--- config.mk ---
export PLATFORM = sky130hd
export DESIGN_NAME = vga_timing_gen_flat
export DESIGN_NICKNAME = d
export VERILOG_FILES = /design/src/rtl/vga_timing_gen_if.sv /design/src/rtl/vga_timing_gen.sv /design/src/flat_wrapper.sv
export SDC_FILE = /design/constraint.sdc
export NUM_CORES = 1
export LEC_CHECK = 0
export CAP_MARGIN = 10
export CORE_MARGIN = 2
export CORE_UTILIZATION = 59
export CTS_CLUSTER_DIAMETER = 40
export DETAILED_ROUTE_END_ITERATION = 16
export GPL_TIMING_DRIVEN = 0
export PLACE_DENSITY = 0.86
export SYNTH_ARGS = -nofsm -noshare
export SYNTH_HDL_FRONTEND = slang
export SYNTH_SLANG_ARGS = --single-unit
export TNS_END_PERCENT = 30
--- constraint.sdc ---
create_clock -name vga_clk -period 4.75 [get_ports vga_clk]
set_input_delay 0.7125 -clock vga_clk [delete_from_list [all_inputs] [get_ports vga_clk]]
set_output_delay 0.7125 -clock vga_clk [all_outputs]
set_load 0.03 [all_outputs]
--- src/rtl/vga_timing_gen_if.sv ---
// vga_timing_gen_if: raster timing bundle between the timing generator
// and its consumers. Line-compare signals exist only with VGA_LINE_IRQ_EN.
interface vga_timing_gen_if;
  logic        enable;
  logic [9:0]  DrawX;
  logic [9:0]  DrawY;
  logic        blank;
  logic        hs;
  logic        vs;
  logic        frame_start;
  logic        vblank_start;
  logic [15:0] frame_count;
`ifdef VGA_LINE_IRQ_EN
  logic [9:0]  line_cmp;
  logic        line_irq;

  modport master (
    input  enable, line_cmp,
    output DrawX, DrawY, blank, hs, vs,
    output frame_start, vblank_start,
    output frame_count, line_irq
  );

  modport slave (
    output enable, line_cmp,
    input  DrawX, DrawY, blank, hs, vs,
    input  frame_start, vblank_start,
    input  frame_count, line_irq
  );
`else
  modport master (
    input  enable,
    output DrawX, DrawY, blank, hs, vs,
    output frame_start, vblank_start,
    output frame_count
  );

  modport slave (
    output enable,
    input  DrawX, DrawY, blank, hs, vs,
    input  frame_start, vblank_start,
    input  frame_count
  );
`endif
endinterface

--- src/rtl/vga_timing_gen.sv ---
// vga_timing_gen: VGA raster counters, sync/blank decode and frame events.
// Optional line-compare interrupt is built when VGA_LINE_IRQ_EN is defined.
module vga_timing_gen #(
  parameter int H_ACTIVE = 640,
  parameter int H_FP     = 16,
  parameter int H_SYNC   = 96,
  parameter int H_BP     = 48,
  parameter int V_ACTIVE = 480,
  parameter int V_FP     = 10,
  parameter int V_SYNC   = 2,
  parameter int V_BP     = 33,
  parameter bit SYNC_POL = 1'b0
) (
  input logic               vga_clk,
  input logic               reset_n,
  vga_timing_gen_if.master  vga
);

  localparam int H_TOTAL = H_ACTIVE + H_FP + H_SYNC + H_BP;
  localparam int V_TOTAL = V_ACTIVE + V_FP + V_SYNC + V_BP;

  generate
    if (H_TOTAL > 1024 || V_TOTAL > 1024) begin : g_bad_totals
      $error("vga_timing_gen: totals exceed 10-bit counters");
    end
  endgenerate

  localparam logic [9:0]  H_MAX  = 10'(H_TOTAL - 1);
  localparam logic [9:0]  V_MAX  = 10'(V_TOTAL - 1);
  localparam logic [10:0] H_ACT  = 11'(H_ACTIVE);
  localparam logic [10:0] HS_BEG = 11'(H_ACTIVE + H_FP);
  localparam logic [10:0] HS_END = 11'(H_ACTIVE + H_FP + H_SYNC);
  localparam logic [10:0] V_ACT  = 11'(V_ACTIVE);
  localparam logic [10:0] VS_BEG = 11'(V_ACTIVE + V_FP);
  localparam logic [10:0] VS_END = 11'(V_ACTIVE + V_FP + V_SYNC);

  logic [9:0]  h_cnt;
  logic [9:0]  v_cnt;
  logic [9:0]  h_nxt;
  logic [9:0]  v_nxt;
  logic        h_wrap;
  logic [10:0] h_ext;
  logic [10:0] v_ext;
  logic        blank_nxt;
  logic        hs_nxt;
  logic        vs_nxt;
  logic        fs_nxt;
  logic        vb_nxt;
  logic        blank_q;
  logic        hs_q;
  logic        vs_q;
  logic        fs_q;
  logic        vb_q;
  logic [15:0] fc_q;

  // Next raster position: h wraps each line, v steps on h wrap.
  always_comb begin
    h_wrap = (h_cnt == H_MAX);
    h_nxt  = h_wrap ? 10'd0 : h_cnt + 10'd1;
    v_nxt  = v_cnt;
    if (h_wrap) begin
      v_nxt = (v_cnt == V_MAX) ? 10'd0 : v_cnt + 10'd1;
    end
  end

  // Decode the next position so every output lands with the counters.
  always_comb begin
    h_ext     = {1'b0, h_nxt};
    v_ext     = {1'b0, v_nxt};
    blank_nxt = (h_ext < H_ACT) && (v_ext < V_ACT);
    hs_nxt    = (h_ext >= HS_BEG && h_ext < HS_END)
              ? SYNC_POL : ~SYNC_POL;
    vs_nxt    = (v_ext >= VS_BEG && v_ext < VS_END)
              ? SYNC_POL : ~SYNC_POL;
    fs_nxt    = (h_nxt == 10'd0) && (v_nxt == 10'd0);
    vb_nxt    = (h_nxt == 10'd0) && (v_ext == V_ACT);
  end

  // Counters and decoded outputs advance together; pulses self-clear.
  always_ff @(posedge vga_clk or negedge reset_n) begin
    if (!reset_n) begin
      h_cnt   <= H_MAX;
      v_cnt   <= V_MAX;
      blank_q <= 1'b0;
      hs_q    <= ~SYNC_POL;
      vs_q    <= ~SYNC_POL;
      fs_q    <= 1'b0;
      vb_q    <= 1'b0;
      fc_q    <= 16'd0;
    end else begin
      fs_q <= vga.enable & fs_nxt;
      vb_q <= vga.enable & vb_nxt;
      if (vga.enable) begin
        h_cnt   <= h_nxt;
        v_cnt   <= v_nxt;
        blank_q <= blank_nxt;
        hs_q    <= hs_nxt;
        vs_q    <= vs_nxt;
        if (fs_nxt) begin
          fc_q <= fc_q + 16'd1;
        end
      end
    end
  end

`ifdef VGA_LINE_IRQ_EN
  logic irq_nxt;
  logic irq_q;

  // A compare value beyond the frame can never match v_nxt.
  always_comb begin
    irq_nxt = (h_nxt == 10'd0) && (v_nxt == vga.line_cmp);
  end

  // Line interrupt pulse, same timing as frame_start.
  always_ff @(posedge vga_clk or negedge reset_n) begin
    if (!reset_n) begin
      irq_q <= 1'b0;
    end else begin
      irq_q <= vga.enable & irq_nxt;
    end
  end

  assign vga.line_irq = irq_q;
`endif

  assign vga.DrawX        = h_cnt;
  assign vga.DrawY        = v_cnt;
  assign vga.blank        = blank_q;
  assign vga.hs           = hs_q;
  assign vga.vs           = vs_q;
  assign vga.frame_start  = fs_q;
  assign vga.vblank_start = vb_q;
  assign vga.frame_count  = fc_q;

endmodule
--- src/flat_wrapper.sv ---
// flat-port wrapper written by rule: the top's interface ports become plain ports
module vga_timing_gen_flat 
#(
  parameter int H_ACTIVE = 640,
  parameter int H_FP     = 16,
  parameter int H_SYNC   = 96,
  parameter int H_BP     = 48,
  parameter int V_ACTIVE = 480,
  parameter int V_FP     = 10,
  parameter int V_SYNC   = 2,
  parameter int V_BP     = 33,
  parameter bit SYNC_POL = 1'b0
)
  (vga_clk, reset_n, vga_enable, vga_DrawX, vga_DrawY, vga_blank, vga_hs, vga_vs, vga_frame_start, vga_vblank_start, vga_frame_count);
  vga_timing_gen_if vga_i ();
  input logic vga_clk;
  input logic reset_n;
  input wire logic [$bits(vga_i.enable)-1:0] vga_enable;
  output wire logic [$bits(vga_i.DrawX)-1:0] vga_DrawX;
  output wire logic [$bits(vga_i.DrawY)-1:0] vga_DrawY;
  output wire logic [$bits(vga_i.blank)-1:0] vga_blank;
  output wire logic [$bits(vga_i.hs)-1:0] vga_hs;
  output wire logic [$bits(vga_i.vs)-1:0] vga_vs;
  output wire logic [$bits(vga_i.frame_start)-1:0] vga_frame_start;
  output wire logic [$bits(vga_i.vblank_start)-1:0] vga_vblank_start;
  output wire logic [$bits(vga_i.frame_count)-1:0] vga_frame_count;
  assign vga_i.enable = vga_enable;
  assign vga_DrawX = vga_i.DrawX;
  assign vga_DrawY = vga_i.DrawY;
  assign vga_blank = vga_i.blank;
  assign vga_hs = vga_i.hs;
  assign vga_vs = vga_i.vs;
  assign vga_frame_start = vga_i.frame_start;
  assign vga_vblank_start = vga_i.vblank_start;
  assign vga_frame_count = vga_i.frame_count;
  vga_timing_gen #(.H_ACTIVE(H_ACTIVE), .H_FP(H_FP), .H_SYNC(H_SYNC), .H_BP(H_BP), .V_ACTIVE(V_ACTIVE), .V_FP(V_FP), .V_SYNC(V_SYNC), .V_BP(V_BP), .SYNC_POL(SYNC_POL)) u_core (.vga_clk(vga_clk), .reset_n(reset_n), .vga(vga_i));
endmodule
# --- Word-level counts from Yosys, hierarchy flattened ---
# Cells that the tools add are included.
word_totals:
  input_bits: 3
  elab_cells: 35
  register_bits: 41
  out_inout_bits: 41
classes:
  bitwise: 2
  order_cmp: 6
  n_reduce_logical: 8
  muxes: 5
  eq_ne: 3
  n_addsub: 3
op_table:
  columns: ["cell", "count"]
  rows:
  - ["10-bit two-way mux", 3]
  - ["10-bit by 1-bit adder with 10-bit output, second input constant", 2]
  - ["10-bit equality test, second input constant", 2]
  - ["10-bit zero test", 2]
  - ["10-bit < comparator, second input constant", 2]
  - ["10-bit by 9-bit < comparator with 1-bit output, second input constant", 2]
  - ["16-bit by 1-bit adder with 16-bit output, second input constant", 1]
  - ["10-bit by 9-bit equality test with 1-bit output, second input constant", 1]
  - ["10-bit greater-or-equal comparator, second input constant", 1]
  - ["10-bit by 9-bit greater-or-equal comparator with 1-bit output, second input constant", 1]
  - ["1-bit logical AND", 5]
  - ["1-bit AND", 2]
  - ["1-bit two-way mux", 2]
  - ["2-bit AND reduction", 1]

# --- Depth between registers and ports, before layout ---
logic_depth:
  word_depth: 6
  depth_mapped: 12

# --- Worst setup path before layout ---
# Ideal clock, no wire load.
synth_path:
  path_type: "reg2reg"
  from: "reg u_core.h_cnt[0], in the netlist u_core.vga.DrawX[0]"
  to: "reg u_core.fc_q[1], in the netlist u_core.vga.frame_count[1]"
  required_ps: 4625
  n_path_buf: 2
  setup_slack_ps: 1521
  stages_incl_launch_ff: 11
  t_arrival_ps: 3105
  synth_period_minus_slack_ps: 3229
  cell_sequence: "dfstp_2 -> ha_1 -> buf_2 -> nand4_1 -> nor4_1 -> mux2i_1 -> nand2_1 -> or4_1 -> buf_6 -> nor2_1 -> mux2_2"
synth_via:
  elab_chain_len: 5
  word_cells_on_any_way: 8
synth_rtl:
  columns: ["element", "line_no", "rtl"]
  rows:
  - ["start, declared", "vga_timing_gen.sv:37", "logic [9:0] h_cnt;"]
  - ["start signal, assigned", "vga_timing_gen.sv:94", "h_cnt <= h_nxt;"]
  - ["10-bit by 1-bit adder with 10-bit output or 10-bit equality test (tied branches)", "vga_timing_gen.sv:59, vga_timing_gen.sv:58", null]
  - ["10-bit two-way mux (on tied branches)", "vga_timing_gen.sv:59, vga_timing_gen.sv:61", null]
  - ["10-bit zero test", "vga_timing_gen.sv:75", "fs_nxt = (h_nxt == 10'd0) && (v_nxt == 10'd0);"]
  - ["1-bit logical AND (*)", "vga_timing_gen.sv:75", null]
  - ["2-bit AND reduction (no line) (*)", null, null]
  - ["end signal, assigned", "vga_timing_gen.sv:100", "fc_q <= fc_q + 16'd1;"]
  - ["end, declared", "vga_timing_gen.sv:54", "logic [15:0] fc_q;"]
# Mark *: on every way between the ends. The rest lies on a longest branch, timed or not.
# A chain may end at the register's enable or synchronous reset.

# --- Worst setup path after layout ---
# Same ends and word-level chain as after synthesis.

==> flow_metrics.env <==
export IMPL_outcome="completed"
export IMPL_grt_total_usage_pct=27.2
export IMPL_p_sw_mw=0.398
export IMPL_synth_net_count=316
export IMPL_synthArstFlopShare_pct=100
export IMPL_drc=0
export IMPL_p_leak_nw=1.42
export IMPL_crit_required_ns=4.94
export IMPL_synth_seq_area_share_pct=36.8
export IMPL_crit_chain="ha_1 -> buf_2 -> nand4_1 -> nor4_1 -> mux2i_1 -> nand2_1 -> or4_1 -> buf_6 -> nor2_1 -> mux2_2"
export IMPL_grt_max_degree=42
export IMPL_cts_tree="yes"
export IMPL_numPortBuffers=42
export IMPL_insertion_delay_ns=0.30
export IMPL_tns_ns=0
export IMPL_antenna_found_initial=0
export IMPL_skew_ns=0.00305
export IMPL_worstMarginPinSlew_ns=0.903
export IMPL_crit_family="simple AND/OR/NAND/NOR gates"
export IMPL_hp_start="u_core.vga.frame_count[15]"
export IMPL_hold_path_depth=1
export IMPL_cp_num_buf_inv=2
export IMPL_place_ws_ns=1.20
export IMPL_grt_pass1_wl_um=11300
export IMPL_synth_cell_types=62
export IMPL_core_um2=4660
export IMPL_setup_ws_ns=1.06
export IMPL_synth_compound_area_share_pct=12.4
export IMPL_vias_per_cell=6.20
export IMPL_yosys_area_share_simple_pct=30.7
export IMPL_syn_to_final_growth_pct=20.9
export IMPL_max_freq_mhz=271
export IMPL_synth_edff_count=0
export IMPL_fin_util_pct=73.4
export IMPL_die_area_um2=5370
export IMPL_initialDrtViolationCount=231
export IMPL_rows=25
export IMPL_clock_sinks=41
export IMPL_cts_resized=0
export IMPL_intPower_mw=0.713
export IMPL_vias=2555
export IMPL_final_hold_viol_count=0
export IMPL_critPathArrivalTime_ns=3.88
export IMPL_firstDrtPassIters=5
export IMPL_hp_class="flip-flop to flip-flop"
export IMPL_synth_cells=308
export IMPL_diodes=0
export IMPL_synth_xor_area_share_pct=9.28
export IMPL_synth_ff_type="dfrtp_1"
export IMPL_rrSetupSlack_ns=1.06
export IMPL_start_util_pct=60.8
export IMPL_power_density_nw_per_um2=325
export IMPL_drt_wl_total_um=6860
export IMPL_p_seq_share_pct=39.0
export IMPL_syn_avg_cell_area_um2=9.19
export IMPL_drv_slew=0
export IMPL_clockPowerShare_pct=25.2
export IMPL_yosys_warnings=0
export IMPL_h_tree_depth=2
export IMPL_synth_adder_area_share_pct=2.21
export IMPL_syn_area_um2=2830
export IMPL_fin_crit_ns=3.69
export IMPL_end_kind="flip-flop"
export IMPL_hpwlAfterDp_um=4820
export IMPL_clockBufferDepth=2
export IMPL_rsz0062_at_grt="no"
export IMPL_die_x_um=73.3
export IMPL_fin_nets=365
export IMPL_ant_nets=0
export IMPL_tritoncts_num_buffers=5
export IMPL_cp_start_kind="flip-flop"
export IMPL_min_to="u_core.vga.frame_count[15]"
export IMPL_grt_pass1_vias=2334
export IMPL_slowest_stage="dfstp_2"
export IMPL_swShare_pct=35.8
export IMPL_overflow=0
export IMPL_wire_per_inst_um=16.7
export IMPL_drive_above_1_share_pct=17.0
export IMPL_combPwrFrac_pct=35.8
export IMPL_cp_max_fo=9
export IMPL_mostFrequentLayoutCell="clkdlybuf4s50_1"
export IMPL_hold_buffers=0
export IMPL_ys_ff_latch=41
export IMPL_cpPeakStageDelay_ns=0.63
export IMPL_path_class="flip-flop to flip-flop"
export IMPL_drv_max_cap_violation_count=0
export IMPL_place_gp_congestion=0.937
export IMPL_maxSlewHeadroom_pct=39.8
export IMPL_cts_root_buf="clkbuf_8"
export IMPL_finalCritPeriodShare_pct=77.8
export IMPL_cts_setup_buffers=0
export IMPL_setup_viol=0
export IMPL_io_pin_count=44
export IMPL_r2r_end="u_core.vga.frame_count[1]"
export IMPL_r2r_start="u_core.vga.DrawX[0]"
export IMPL_dieHeight_um=73.3
export IMPL_path_clk_slew_ns=0.08
export IMPL_ir_worst_vdd_uv=221
export IMPL_synth_mux_area_share_pct=1.86
export IMPL_most_common_layout_cells="41 x clkdlybuf4s50_1, 29 x dfrtp_1, 26 x nand2_1, 21 x xor2_1, 20 x nor2_1"
export IMPL_synth_top_family_by_area="simple AND/OR/NAND/NOR gates"
export IMPL_ff2ff_path_depth=10
==> Yosys cell counts, types with 3 or more instances <==
cell | number | area [um^2]
dfrtp_1 | 29 | 726
nand2_1 | 26 | 97.6
xor2_1 | 21 | 184
nor2_1 | 20 | 75.1
nand3_1 | 19 | 95.1
clkbuf_1 | 12 | 45.0
dfstp_2 | 12 | 315
nor3_1 | 12 | 60.1
o21ai_0 | 12 | 60.1
a21oi_1 | 11 | 55.1
and3_1 | 10 | 62.6
inv_1 | 10 | 37.5
nand4_1 | 9 | 56.3
xnor2_1 | 9 | 78.8
nor3_2 | 8 | 80.1
buf_2 | 6 | 30.0
ha_1 | 5 | 62.6
nor4_2 | 5 | 62.6
and2_1 | 4 | 25.0
buf_6 | 4 | 45.0
nor4_1 | 4 | 25.0
o31ai_1 | 4 | 30.0
a31oi_1 | 3 | 18.8
mux2i_1 | 3 | 30.0
nand2b_1 | 3 | 18.8
o211ai_1 | 3 | 22.5
or3_1 | 3 | 18.8
==> area by class of cell <==
class / count / area [um^2]
clock buffers: 6 / 72.6
flip-flops and latches: 41 / 1040
fillers: 361 / 1240
well taps: 54 / 67.6
multi-input cells: 232 / 1600
inverters: 10 / 37.5
plain buffers: 25 / 155
repair buffers: 42 / 415
clock inverters: 2 / 35.0
==> cells by family (layout without fill, tap and decap cells) <==
kind of cell | after synthesis | count (layout)
buffers and inverters | 35 | 85
flip-flops | 41 | 41
adder cells (fa/ha/maj) | 5 | 5
AND/OR/NAND/NOR | 141 | 141
XOR/XNOR | 30 | 30
multiplexers | 5 | 5
AO/OA/AOI/OAI | 51 | 51
==> how the worst max path moves through the flow <==
stage                              startpoint                        end  cells past startpoint
final                     u_core.vga.DrawX[0]  u_core.vga.frame_count[1]                     10
after global routing      u_core.vga.DrawX[0]  u_core.vga.frame_count[1]                     10
after CTS                 u_core.vga.DrawX[0]  u_core.vga.frame_count[1]                     10
after detailed placement  u_core.vga.DrawX[0]  u_core.vga.frame_count[1]                     10
after global placement    u_core.vga.DrawX[0]  u_core.vga.frame_count[1]                     10
after floorplan           u_core.vga.DrawX[0]  u_core.vga.frame_count[1]                     10
==> power groups by stage <==
| stage | Sequential [mW] | Combinational [mW] | Clock [mW] |
|---|---|---|---|
| 2_1_floorplan | 0.499 | 0.214 | 0 |
| 3_3_place_gp | 0.438 | 0.382 | 0 |
| 3_5_place_dp | 0.439 | 0.391 | 0 |
| 4_1_cts | 0.433 | 0.395 | 0.285 |
| 5_1_grt | 0.439 | 0.430 | 0.298 |
| 6_report | 0.434 | 0.398 | 0.280 |
==> metal layers <==
| layer | track usage (%) | part of all wire, % | vias to the layer above |
|---|---|---|---|
| li1 | - | - | 1203 |
| met1 | 36.7 | 43 | 1210 |
| met2 | 43.8 | 48 | 116 |
| met3 | 3.29 | 5.8 | 26 |
| met4 | 11.9 | 3.1 | 0 |
| met5 | 0 | 0 | - |
==> registers in the layout (all words and copies together), names as in the netlist <==
name and cells:
u_core.vga.DrawY 10, u_core.vga.vs 1, u_core.vga.hs 1, u_core.vga.blank 1, u_core.vga.vblank_start 1, u_core.vga.frame_start 1, u_core.vga.DrawX 10, u_core.vga.frame_count 16
==> stage by stage <==
step | instances | area [um^2] | total power, mW | hold WS, ns
6_report | 412 | 3420 | 1.11 | 0.472
5_1_grt | 412 | 3420 | 1.17 | 0.501
4_1_cts | 412 | 3420 | 1.11 | 0.477
3_5_place_dp | 404 | 3310 | 0.830 | 0.466
3_3_place_gp | 404 | 3320 | 0.820 | 0.454
2_1_floorplan | 308 | 2830 | 0.713 | 0.417
No activity file was read; power rests on OpenSTA's default activity.
